===== src/rtl/timer_disp_ctrl.sv =====
// MM:SS countdown-timer controller feeding the multiplexed seven-segment scanner.
// Holds an editable BCD preset and a running BCD count; outputs digits, enables and alarm.
module timer_disp_ctrl #(
  parameter int unsigned SEC_DIV   = 100_000_000,
  parameter int unsigned BLINK_DIV = 25_000_000
) (
  input  logic       clk,
  input  logic       clr,
  input  logic       btn_set,
  input  logic       btn_start,
  input  logic       btn_next,
  input  logic       btn_up,
  input  logic       btn_down,
  output logic [3:0] ONES,
  output logic [3:0] TENS,
  output logic [3:0] HUNDREDS,
  output logic [3:0] THOUSANDS,
  output logic       blink_o,
  output logic       blink_t,
  output logic       blink_h,
  output logic       blink_th,
  output logic       alarm,
  output logic [2:0] state_o
);

  localparam int unsigned SW = (SEC_DIV > 1) ? $clog2(SEC_DIV) : 1;
  localparam int unsigned BW = (BLINK_DIV > 1) ? $clog2(BLINK_DIV) : 1;
  localparam logic [SW-1:0] SEC_MAX = SW'(SEC_DIV - 1);
  localparam logic [BW-1:0] BLK_MAX = BW'(BLINK_DIV - 1);

  typedef enum logic [2:0] {
    IDLE  = 3'd0,
    EDIT  = 3'd1,
    RUN   = 3'd2,
    PAUSE = 3'd3,
    DONE  = 3'd4
  } state_t;

  state_t           r_state, w_next_state;
  logic [3:0][3:0]  r_p, r_c;
  logic [1:0]       r_sel;
  logic             r_phase;
  logic [SW-1:0]    r_sec;
  logic [BW-1:0]    r_blk;

  logic w_set, w_start, w_next, w_up, w_down, w_any;
  logic w_p_zero, w_c_one, w_tick, w_load;
  logic [3:0] w_max;

  // Only the highest-priority pulse acts: set > start > next > up > down.
  assign w_set   = btn_set;
  assign w_start = btn_start & ~btn_set;
  assign w_next  = btn_next  & ~btn_set & ~btn_start;
  assign w_up    = btn_up    & ~btn_set & ~btn_start & ~btn_next;
  assign w_down  = btn_down  & ~btn_set & ~btn_start & ~btn_next & ~btn_up;
  assign w_any   = btn_set | btn_start | btn_next | btn_up | btn_down;

  assign w_p_zero = (r_p == '0);
  assign w_c_one  = (r_c == 16'h0001);
  assign w_max    = (r_sel == 2'd1) ? 4'd5 : 4'd9;
  assign w_load   = ((r_state == IDLE) || (r_state == EDIT)) && w_start && !w_p_zero;
  // A button acting on the tick cycle wins; the counter then stays at its max.
  assign w_tick   = (r_state == RUN) && (r_sec == SEC_MAX) && !w_set && !w_start;

  function automatic logic [3:0][3:0] bcd_dec(input logic [3:0][3:0] v);
    logic [3:0][3:0] d;
    d = v;
    if (v[0] != 4'd0) d[0] = v[0] - 4'd1;
    else begin
      d[0] = 4'd9;
      if (v[1] != 4'd0) d[1] = v[1] - 4'd1;
      else begin
        d[1] = 4'd5;
        if (v[2] != 4'd0) d[2] = v[2] - 4'd1;
        else begin
          d[2] = 4'd9;
          d[3] = (v[3] != 4'd0) ? v[3] - 4'd1 : 4'd9;
        end
      end
    end
    return d;
  endfunction

  function automatic logic [3:0] dig_inc(input logic [3:0] d, input logic [3:0] mx);
    return (d >= mx) ? 4'd0 : d + 4'd1;
  endfunction

  function automatic logic [3:0] dig_dec(input logic [3:0] d, input logic [3:0] mx);
    return (d == 4'd0) ? mx : d - 4'd1;
  endfunction

  always_ff @(posedge clk or posedge clr) begin
    if (clr) r_state <= IDLE;
    else     r_state <= w_next_state;
  end

  always_comb begin
    w_next_state = r_state;
    case (r_state)
      IDLE: begin
        if (w_set)                     w_next_state = EDIT;
        else if (w_start && !w_p_zero) w_next_state = RUN;
      end
      EDIT: begin
        if (w_set)        w_next_state = IDLE;
        else if (w_start) w_next_state = w_p_zero ? IDLE : RUN;
      end
      RUN: begin
        if (w_set)                  w_next_state = IDLE;
        else if (w_start)           w_next_state = PAUSE;
        else if (w_tick && w_c_one) w_next_state = DONE;
      end
      PAUSE: begin
        if (w_set)        w_next_state = IDLE;
        else if (w_start) w_next_state = RUN;
      end
      DONE: begin
        if (w_any) w_next_state = IDLE;
      end
      default: w_next_state = IDLE;
    endcase
  end

  always_ff @(posedge clk or posedge clr) begin
    if (clr) begin
      r_p   <= 16'h0100;
      r_c   <= '0;
      r_sel <= '0;
    end else begin
      if (r_state == IDLE && w_set)      r_sel <= '0;
      else if (r_state == EDIT && w_next) r_sel <= r_sel + 2'd1;

      if (r_state == EDIT && w_up)        r_p[r_sel] <= dig_inc(r_p[r_sel], w_max);
      else if (r_state == EDIT && w_down) r_p[r_sel] <= dig_dec(r_p[r_sel], w_max);

      if (w_load)      r_c <= r_p;
      else if (w_tick) r_c <= bcd_dec(r_c);
    end
  end

  // Sec counter runs only in RUN and keeps its remainder across PAUSE.
  always_ff @(posedge clk or posedge clr) begin
    if (clr) begin
      r_sec <= '0;
    end else if (w_load) begin
      r_sec <= '0;
    end else if (r_state == RUN) begin
      if (r_sec != SEC_MAX)             r_sec <= r_sec + 1'b1;
      else if (!w_set && !w_start)      r_sec <= '0;
    end
  end

  always_ff @(posedge clk or posedge clr) begin
    if (clr) begin
      r_blk   <= '0;
      r_phase <= 1'b1;
    end else if (r_blk == BLK_MAX) begin
      r_blk   <= '0;
      r_phase <= ~r_phase;
    end else begin
      r_blk <= r_blk + 1'b1;
    end
  end

  always_comb begin
    state_o   = r_state;
    alarm     = (r_state == DONE);
    ONES      = r_p[0];
    TENS      = r_p[1];
    HUNDREDS  = r_p[2];
    THOUSANDS = r_p[3];
    blink_o   = 1'b1;
    blink_t   = 1'b1;
    blink_h   = 1'b1;
    blink_th  = 1'b1;
    if (r_state == RUN || r_state == PAUSE || r_state == DONE) begin
      ONES      = r_c[0];
      TENS      = r_c[1];
      HUNDREDS  = r_c[2];
      THOUSANDS = r_c[3];
    end
    if (r_state == EDIT) begin
      blink_o  = (r_sel == 2'd0) ? r_phase : 1'b1;
      blink_t  = (r_sel == 2'd1) ? r_phase : 1'b1;
      blink_h  = (r_sel == 2'd2) ? r_phase : 1'b1;
      blink_th = (r_sel == 2'd3) ? r_phase : 1'b1;
    end else if (r_state == PAUSE || r_state == DONE) begin
      blink_o  = r_phase;
      blink_t  = r_phase;
      blink_h  = r_phase;
      blink_th = r_phase;
    end
  end

endmodule


===== config.mk =====
export PLATFORM = sky130hd
export DESIGN_NAME = timer_disp_ctrl
export DESIGN_NICKNAME = d
export VERILOG_FILES = /design/src/rtl/timer_disp_ctrl.sv
export SDC_FILE = /design/constraint.sdc
export NUM_CORES = 1
export LEC_CHECK = 0
export BUFFER_PORTS_ARGS = -buffer_cell sky130_fd_sc_hd__buf_2
export CELL_PAD_IN_SITES_DETAIL_PLACEMENT = 0
export CELL_PAD_IN_SITES_GLOBAL_PLACEMENT = 1
export CORE_ASPECT_RATIO = 1.75
export CORE_UTILIZATION = 40
export DETAILED_ROUTE_END_ITERATION = 10
export GPL_ROUTABILITY_DRIVEN = 0
export PLACE_DENSITY_LB_ADDON = 0.08
export SLEW_MARGIN = 20
export SYNTH_ARGS = -nofsm -noshare
export SYNTH_HDL_FRONTEND = slang
export SYNTH_SLANG_ARGS = --single-unit

===== constraint.sdc =====
create_clock -name clk -period 4 [get_ports clk]
set_clock_uncertainty 0.15 [all_clocks]
set_input_delay 0.8 -clock clk [delete_from_list [all_inputs] [get_ports clk]]
set_output_delay 0.8 -clock clk [all_outputs]
set_load 0.02 [all_outputs]

# == Word level (Yosys, flattened, before mapping) ==
# Cells that the tools add are included.
# Widths: inputs -> output; s select.
# totals
reg_bits,90
out_inout_bits,24
# op_classes
add_sub_neg,9
n_lt_le_gt_ge,3
n_eq_ne,19
n_mux,52
bitwise,19
n_reduce_logical,38
# op_table
cell,count
$mux 27,4
$mux 16,4
$mux 4,14
$bwmux 16,2
$mux 3,10
$add 27x1->27 const B,1
$eq 27x27->1 const B,1
$ne 27x27->1 const B,1
$add 25x1->25 const B,1
$eq 25x25->1 const B,1
$mux 25,1
$sub 4x1->4 const B,5
$eq 16x1->1 const B,1
$logic_not 16->1,1
$reduce_bool 4->1,4
$pmux 3 s5,1
$logic_and 1x1->1,13
$mux 12,1
$and 1x1->1,10
$mux 1,9
$bmux 4 s2,1
$demux 4 s2,1
$mux 8,1
$reduce_bool 2->1,4
other kinds (28),48

# == Logic depth before layout (Yosys ltp) ==
# Gate-level depths: netlist of the first run.
# depth
ltp_word,9
mapped_depth,10

# == Worst setup path after synthesis of the first run ==
# No wires, ideal clock.
# synth_path
path_type,register to output
from,reg r_state[1] (netlist: state_o[1])
to,out HUNDREDS[0]
arrival_ns,2.325
t_required_ns,3.050
slack_ns,0.725
stages_incl_launch_ff,8
n_path_buf,2
cell_sequence,dfrtp_1 > clkbuf_1 > nor2_1 > nand2_1 > inv_1 > a21oi_1 > clkbuf_1 > mux2_2
# synth_via
elab_cells_between_ends,6
# synth_lines
item,line_no,source
"start, declared",39,"state_t r_state, w_next_state;"
"start signal, assigned",94,else r_state <= w_next_state;
$eq 3x3->1,n/a,
net alarm,22,"output logic alarm,"
$logic_or 1x1->1,176,if (r_state == RUN || r_state == PAUSE || r_state == DONE) begin
$mux 4,176,
"end, declared",16,"output logic [3:0] HUNDREDS,"
# The timed path passes the listed nets, and every way through them passes these cells.

# == Worst setup path in the final report of the first run ==
# layout_path
from,reg r_state[1] (netlist: state_o[1])
to,out HUNDREDS[2]
# layout_via
elab_chain_cells,4
elab_cells_between_ends,6
# layout_lines
item,line_no
$eq 3x2->1,176
$logic_or 1x1->1,176
$logic_or 1x1->1 (*),176
$mux 4 (*),176
# Mark *: on every way between the ends. The rest lies on a longest branch, timed or not.

==> results of run 1 <==
-- layer usage --
layer | track usage (%) | share of wire (%) | vias to the layer above
li1 | - | - | 2057
met1 | 24.1 | 41 | 2075
met2 | 38.3 | 54 | 64
met3 | 2.71 | 2.1 | 29
met4 | 9.91 | 3.4 | 0
met5 | 0 | 0 | -
-- registers in the layout, indices dropped and copies added (netlist names) --
signal / count
r_c: 16
state_o: 3
r_sel: 2
r_blk: 25
r_sec: 27
r_phase: 1
r_p: 16
-- report_power, final --
part	leakage (nW)	switching [mW]	internal, mW
clock network	0.146	0.362	0.547
registers	1.20	0.260	1.05
logic	1.20	0.750	0.511
total	2.55	1.37	2.11
-- stage by stage --
step	total power [mW]	setup WS [ps]	instances	hold WS [ps]	utilization, %
final	3.48	808	753	342	46.5
after global routing	3.70	556	753	363	46.5
after CTS	3.51	750	753	343	46.5
after detailed placement	2.59	904	737	330	44.0
after global placement	2.56	1060	737	329	44.0
after floorplan	2.19	718	552	303	-
-- area by class of cell --
| cell class | count | area [um^2] |
|---|---|---|
| Clock inverter | 5 | 80.1 |
| Clock buffer | 11 | 233 |
| Fill cell | 1287 | 6730 |
| Sequential cell | 90 | 2250 |
| Timing Repair Buffer | 37 | 215 |
| Inverter | 11 | 42.5 |
| Multi-Input combinational cell | 431 | 2800 |
| Tap cell | 168 | 210 |
-- worst paths after layout --
kind / startpoint / end / cells past startpoint / slack (ps)
worst max-delay path: state_o[1] / HUNDREDS[2] / 7 / 810
worst min-delay path: r_blk[23] / r_blk[23] / 1 / 340
worst max register to register: r_sel[0] / r_p[14] / 9 / 860
worst min register to register: r_blk[23] / r_blk[23] / 1 / 340
max in group asynchronous: clr / r_phase / 3 / 2880
min in group asynchronous: clr / r_c[7] / 3 / 410
-- Yosys cell counts (all sizes together), types with 14 or more instances --
cell type,count,area share [%]
nor3,14,1.6
xor2,17,2.9
nand2,56,4.1
a21oi,28,2.7
nand4,19,2.3
mux2,28,6.1
nor2,59,4.3
o21ai,34,3.3
clkbuf,19,1.4
xnor2,28,4.7
nand3,34,3.3
dfrtp,88,43
-- kinds of logic after synthesis --
family	share of synthesized area (%)
and+or+nand+nor	23.8
xor gates and xnor gates	7.62
DFF	43.6
muxes	8.42
adders and majority gates	2.66
buffers and inverters	2.32
AOI/OAI and AO/OA	11.6
==> flow_summary.json, run 1 <==
{
  "cp_top_family": "flip-flops",
  "clkSinkCount": 90,
  "dpl.hpwl_mm": 9.55,
  "timing.fmax_mhz": 313,
  "cp.arrival_ps": 2240,
  "post_cts_buffers": 0,
  "worst_path_largest_cell_delay_ps": 580,
  "drt_iter0_drc": 191,
  "worstPathRequired_ps": 3050,
  "avgRoutedWirePerCell_um": 17.6,
  "mostFrequentLayoutCell": "dfrtp_1",
  "leakagePower_nw": 2.55,
  "nets": 598,
  "root_buffer": "clkbuf_16",
  "timing.final.crit_share_pct": 79.8,
  "dr.pass1.iters": 4,
  "die_y_um": 152,
  "crit_type": "reg -> out",
  "netlist_area_um2": 5170,
  "fin_crit_ps": 3190,
  "clk_latency_ps": 340,
  "synthCells": 552,
  "syn_area_per_cell_um2": 9.37,
  "slowest_stage": "dfrtp_1",
  "synth_edf_count": 0,
  "track_usage_pct": 21.3,
  "synth-warning-count": 0,
  "cp-start-kind": "flip-flop",
  "power_density_nw_per_um2": 596,
  "wl_mm": 13.2,
  "grt_pass1_vias": 4358,
  "place_area_um2": 5530,
  "initial_core_util_pct": 41.2,
  "syn_nets": 570,
  "max-slew-margin-rel_pct": 43.0,
  "async_flop_share_pct": 100,
  "remaining_drc_errors": 0,
  "die_w_um": 88.0,
  "hold_buffers": 0,
  "ys_seq_area_share_pct": 43.6,
  "crit_fanout": 16,
  "grt_max_degree": 91,
  "clockBufferDepth": 2,
  "ys.flop_type": "dfrtp_1",
  "worstMarginPinSlew_ps": 855,
  "drive_gt1_share_pct": 15.6,
  "final_hold_viol_count": 0,
  "final_cell_mix": "dfrtp_1 (88), nor2_1 (59), nand2_1 (55)",
  "crit_chain": "nor2_1 > nand2_1 > inv_1 > a21oi_1 > buf_4 > mux2_2 > buf_2",
  "final_area_um2": 5840,
  "syn2layout_area_growth_pct": 12.9,
  "core-area_um2": 12600,
  "cts_tree": "yes",
  "grt_pass1_wl_mm": 22.1,
  "grt.overflow.total": 0,
  "slew_viol_final": 0,
  "setup_tns_ps": 0,
  "fp.dieArea_um2": 13400,
  "diodes": 0,
  "rows": 54,
  "antenna_left": 0,
  "setup-violations-final": 0,
  "hold_class": "reg -> reg",
  "io_pins": 31,
  "viasPerCell": 5.61,
  "ir_worst_vdd_mv": 0.288,
  "port_buffers": 30,
  "endpoint_kind": "primary output",
  "cts_max_level": 3,
  "path_buf_inv": 3,
  "synth-seq-cells": 90,
  "rsz0062_at_grt": "no",
  "cts_buffers": 9,
  "postCtsResizedCells": 0,
  "path_clk_slew_ps": 60,
  "vias": 4225,
  "antenna_found_initial": 0,
  "yosysUniqueCellTypes": 53,
  "status": "finished clean",
  "cap_violations": 0
}
No activity file was read; power rests on OpenSTA's default activity.
==> run 2: changes to the inputs <==
- clock period: 4 -> 2.65 ns (I/O delays scaled with it)
==> flow_summary.json, run 2 (synthesized netlist as in run 1, its figures left out) <==
{
  "status": "finished clean",
  "grt_pass1_vias": 4378,
  "finalPower_mw": 5.85,
  "clockBufferDepth": 2,
  "rows": 54,
  "cp.arrival_ps": 2700,
  "grt_pass1_wl_mm": 22.5,
  "cap_violations": 0,
  "diodes": 0,
  "timing.final.crit_share_pct": 98.8,
  "clkSinkCount": 90,
  "wl_mm": 13.7,
  "die_y_um": 152,
  "rsz0062_at_grt": "yes",
  "reg_top3": "r_sec x27, r_blk x25",
  "remaining_drc_errors": 0,
  "mostFrequentLayoutCell": "dfrtp_1",
  "initial_core_util_pct": 41.2,
  "core-area_um2": 12600,
  "cts_max_level": 3,
  "root_buffer": "clkbuf_16",
  "cts_buffers": 9,
  "final.setup.worst_slack_ps": 32.2,
  "worstPathRequired_ps": 2730,
  "max-slew-margin-rel_pct": 40.3,
  "power_density_nw_per_um2": 935,
  "fp.dieArea_um2": 13400,
  "die_w_um": 88.0,
  "placedCellCount": 769,
  "instances_no_fill": 789,
  "io_pins": 31,
  "largest_register_ffs": 27,
  "leakagePower_nw": 2.75,
  "clk_latency_ps": 350,
  "cp-start-kind": "flip-flop",
  "cts_tree": "yes",
  "viasPerCell": 5.54,
  "crit_fanout": 5,
  "dpl.hpwl_mm": 10.1,
  "final_cell_mix": "dfrtp_1 (85), nor2_1 (58), nand2_1 (54)",
  "hold_class": "in -> async",
  "path_clk_slew_ps": 70,
  "hold_buffers": 0,
  "max_flop_register": "r_sec",
  "dr.pass1.iters": 4,
  "ir_worst_vdd_mv": 0.498,
  "worstMarginPinSlew_ps": 895,
  "antenna_found_initial": 0,
  "drive_gt1_share_pct": 23.3,
  "endpoint_kind": "flip-flop",
  "final_hold_viol_count": 0,
  "drt_iter0_drc": 177,
  "port_buffers": 30,
  "crit_type": "reg -> reg",
  "grt.overflow.total": 0,
  "track_usage_pct": 22.0,
  "vias": 4370,
  "grt_max_degree": 49,
  "setup-violations-final": 0,
  "nets": 634,
  "syn2layout_area_growth_pct": 20.9,
  "dp_slack_ps": -84.4,
  "antenna_left": 0,
  "timing.fmax_mhz": 382,
  "setup_tns_ps": 0,
  "fin_crit_ps": 2620,
  "avgRoutedWirePerCell_um": 17.4,
  "slew_viol_final": 0
}
-- run 2: changes by cell type in the layout (fill, tap and decap cells not counted), moves of 3 or more --
cell,before,now
dfrtp_1,88,85
mux2_4,0,3
buf_4,6,40
o21ai_0,34,30
mux2_2,28,25
dfrtp_2,0,3
-- run 2: what timing repair did --
action | in CTS | in global routing
buffers inserted | 0 | 5
gates resized for setup | 6 | 25
endpoints found under the setup margin | 24 | 33
cloned | 0 | 0
pin swaps | 0 | 6
-- run 2: layout make-up --
cell class                 count  area, um^2
fill                        1252        6310
clock inverter                 6        91.3
clock buffer                  10         229
tap                          168         210
timing repair buffer          73         497
sequential                    90        2260
multi-input combinational    431        2920
inverter                      11        45.0
-- run 2: per-stage QoR --
stage          hold slack (ps)  util (%)  area [um^2]
3_3_place_gp               329      46.0         5790
4_1_cts                   88.2      48.7         6120
3_5_place_dp               327      46.0         5790
2_1_floorplan              303         -         5200
6_report                  77.4      49.8         6250
5_1_grt                    121      49.8         6250
-- run 2: worst max-delay path, stage by stage, from the launching register on --
cell and delay, ps:
dfrtp_2 440, mux4_2 550, inv_2 120, buf_6 110, ha_4 120, nand2b_4 110, a21o_1 160, a211oi_4 100
a211oi_2 300, a31oi_4 70, mux2_4 280
-- run 2: worst paths after layout --
check | startpoint | to | slack, ps | depth (start not counted)
setup / recovery | r_sel[0] | r_p[14] | 30 | 10
max in group asynchronous | clr | r_p[8] | 1580 | 3
hold reg to reg | r_blk[4] | r_blk[4] | 340 | 1
setup reg to reg | r_sel[0] | r_p[14] | 30 | 10
min in group clk | r_blk[4] | r_blk[4] | 340 | 1
hold / removal | clr | r_blk[2] | 80 | 2
-- run 2: per-layer routing --
layer | track usage, % | routed length (um) | part of all wire (%) | vias to the layer above
li1 | - | - | - | 2132
met1 | 25.4 | 5630 | 41 | 2160
met2 | 39.7 | 7520 | 55 | 56
met3 | 2.22 | 233 | 1.7 | 22
met4 | 9.52 | 357 | 2.6 | 0
met5 | 0 | 0 | 0 | -
-- run 2: power by group --
part	total [mW]	switching, mW	internal [mW]
Sequential	1.88	0.294	1.59
Clock	1.38	0.556	0.828
Combinational	2.58	1.44	1.13
Total	5.85	2.29	3.55
==> run 3: changes to the inputs <==
- CORE_ASPECT_RATIO: 1.75 -> 1.2
==> flow_summary.json, run 3 (synthesized netlist as in run 1, its figures left out) <==
{
  "status": "finished clean",
  "port_buffers": 30,
  "crit_type": "reg -> out",
  "die_y_um": 127,
  "drive_gt1_share_pct": 24.2,
  "cts_buffers": 9,
  "cap_violations": 0,
  "endpoint_kind": "primary output",
  "final_area_um2": 6450,
  "setup-violations-final": 0,
  "r2r_cells": 8,
  "remaining_drc_errors": 0,
  "largest_register_ffs": 27,
  "slew_viol_final": 0,
  "rows": 45,
  "viasPerCell": 5.52,
  "grt_max_degree": 55,
  "mostFrequentLayoutCell": "dfrtp_1",
  "nFillCells": 1196,
  "clockBufferDepth": 2,
  "drt_iter0_drc": 223,
  "place_area_um2": 5820,
  "diodes": 0,
  "avgRoutedWirePerCell_um": 17.1,
  "leakagePower_nw": 2.87,
  "rsz0062_at_grt": "yes",
  "io_pins": 31,
  "regToRegStartpoint": "state_o[0]",
  "r2r-end": "r_sec[18]",
  "ir_worst_vdd_mv": 0.527,
  "fp.dieArea_um2": 13400,
  "max_flop_register": "r_sec",
  "initial_core_util_pct": 41.0,
  "antenna_left": 0,
  "dpl.hpwl_mm": 9.56,
  "cts_max_level": 3,
  "timing.final.crit_share_pct": 97.7,
  "ff2ff_setup_slack_ps": 90,
  "wl_mm": 13.5,
  "utilization_pct": 51.2,
  "grt.overflow.total": 0,
  "reg_top3": "r_sec x27, r_blk x25",
  "cp-start-kind": "flip-flop",
  "worstPathRequired_ps": 1970,
  "hold_class": "in -> async",
  "crit_fanout": 12,
  "cp_top_family": "buffers and inverters",
  "final_hold_viol_count": 0,
  "antenna_found_initial": 0,
  "syn2layout_area_growth_pct": 24.7,
  "nets": 641,
  "slowest_stage": "dfrtp_1",
  "die_w_um": 106,
  "grt_pass1_vias": 4458,
  "crit_path_frequent_cell": "buf_6",
  "track_usage_pct": 21.6,
  "path_clk_slew_ps": 70,
  "core-area_um2": 12600,
  "path_buf_inv": 4,
  "final_cell_mix": "dfrtp_1 (86), nor2_1 (58), nand2_1 (54)",
  "clkSinkCount": 90,
  "vias": 4372,
  "root_buffer": "clkbuf_16",
  "max-slew-margin-rel_pct": 42.2,
  "crit_chain": "buf_6 > buf_8 > a21oi_4 > clkbuf_16 > mux2_4 > buf_6",
  "cts_tree": "yes",
  "cp.arrival_ps": 1910,
  "fin_crit_ps": 2590,
  "dr.pass1.iters": 4,
  "grt_pass1_wl_mm": 22.8,
  "timing.fmax_mhz": 386,
  "power_density_nw_per_um2": 925,
  "clk_latency_ps": 340,
  "worstMarginPinSlew_ps": 867,
  "worst_path_largest_cell_delay_ps": 390
}
run 3: cell count changes in the layout (fill, tap and decap cells not counted), sizes merged:
| cell | before | now |
|---|---|---|
| clkinv | 1 | 5 |
| clkbuf | 10 | 11 |
| clkinvlp | 4 | 1 |
| bufinv | 2 | 1 |
| buf | 73 | 79 |
run 3: through the flow:
step	TNS [ps]	power [mW]	hold WS [ps]	instances	setup WS, ps
floorplan	0	3.33	303	552	13.4
global placement	0	4.15	323	767	92.5
detailed placement	-34.2	4.19	332	767	-17.3
CTS	-95.7	5.62	96.8	787	-18.6
global route	-10.1	6.34	132	792	-4.61
finish	0	5.97	83.9	792	60.0
run 3: how the worst max path moves through the flow:
| stage | from | endpoint | slack [ps] | cells after the start |
|---|---|---|---|---|
| after floorplan | state_o[1] | HUNDREDS[0] | 10 | 7 |
| after global placement | r_sel[0] | r_p[10] | 90 | 8 |
| after detailed placement | r_sel[0] | r_p[2] | -20 | 8 |
| after CTS | state_o[1] | HUNDREDS[2] | -20 | 6 |
| after global routing | r_sel[0] | r_p[14] | -5 | 9 |
| final | state_o[1] | THOUSANDS[2] | 60 | 6 |
run 3: timing repair:
action	4_1_cts	5_1_grt
setup buffers	3	5
endpoints found under the setup margin	21	30
hold buffers	0	0
pin swaps	1	7
gates cloned	1	0
resized for setup	6	63
run 3: per-layer routing:
layer	vias up	GRT usage, %	part of all wire [%]
met5	-	0	0
met4	0	7.76	1.7
met3	16	2.00	3.2
met2	81	34.4	47
met1	2128	30.7	48
li1	2147	-	-
run 3: cell type report:
class / instances / area, um^2 / area share [%]
multi-input combinational: 431 / 2960 / 45.9
sequential: 90 / 2260 / 35.0
timing repair buffer: 80 / 677 / 10.5
clock buffer: 10 / 239 / 3.70
tap: 164 / 205 / 3.18
clock inverter: 6 / 66.3 / 1.03
inverter: 11 / 45.0 / 0.698
run 3: worst register-to-register path: stages (launching register included):
cell     delay [ps]
dfrtp_1         420
buf_4           170
or3b_4          420
nor3_4          270
a41oi_1          80
buf_4           180
and2_1          260
or3_1           380
a21oi_1         150
run 3: where the power goes:
part / internal (mW) / leakage (nW) / total [mW] / switching, mW
sequential: 1.59 / 1.20 / 1.86 / 0.276
combinational: 1.32 / 1.52 / 2.78 / 1.46
clock: 0.759 / 0.152 / 1.33 / 0.570
total: 3.66 / 2.87 / 5.97 / 2.30
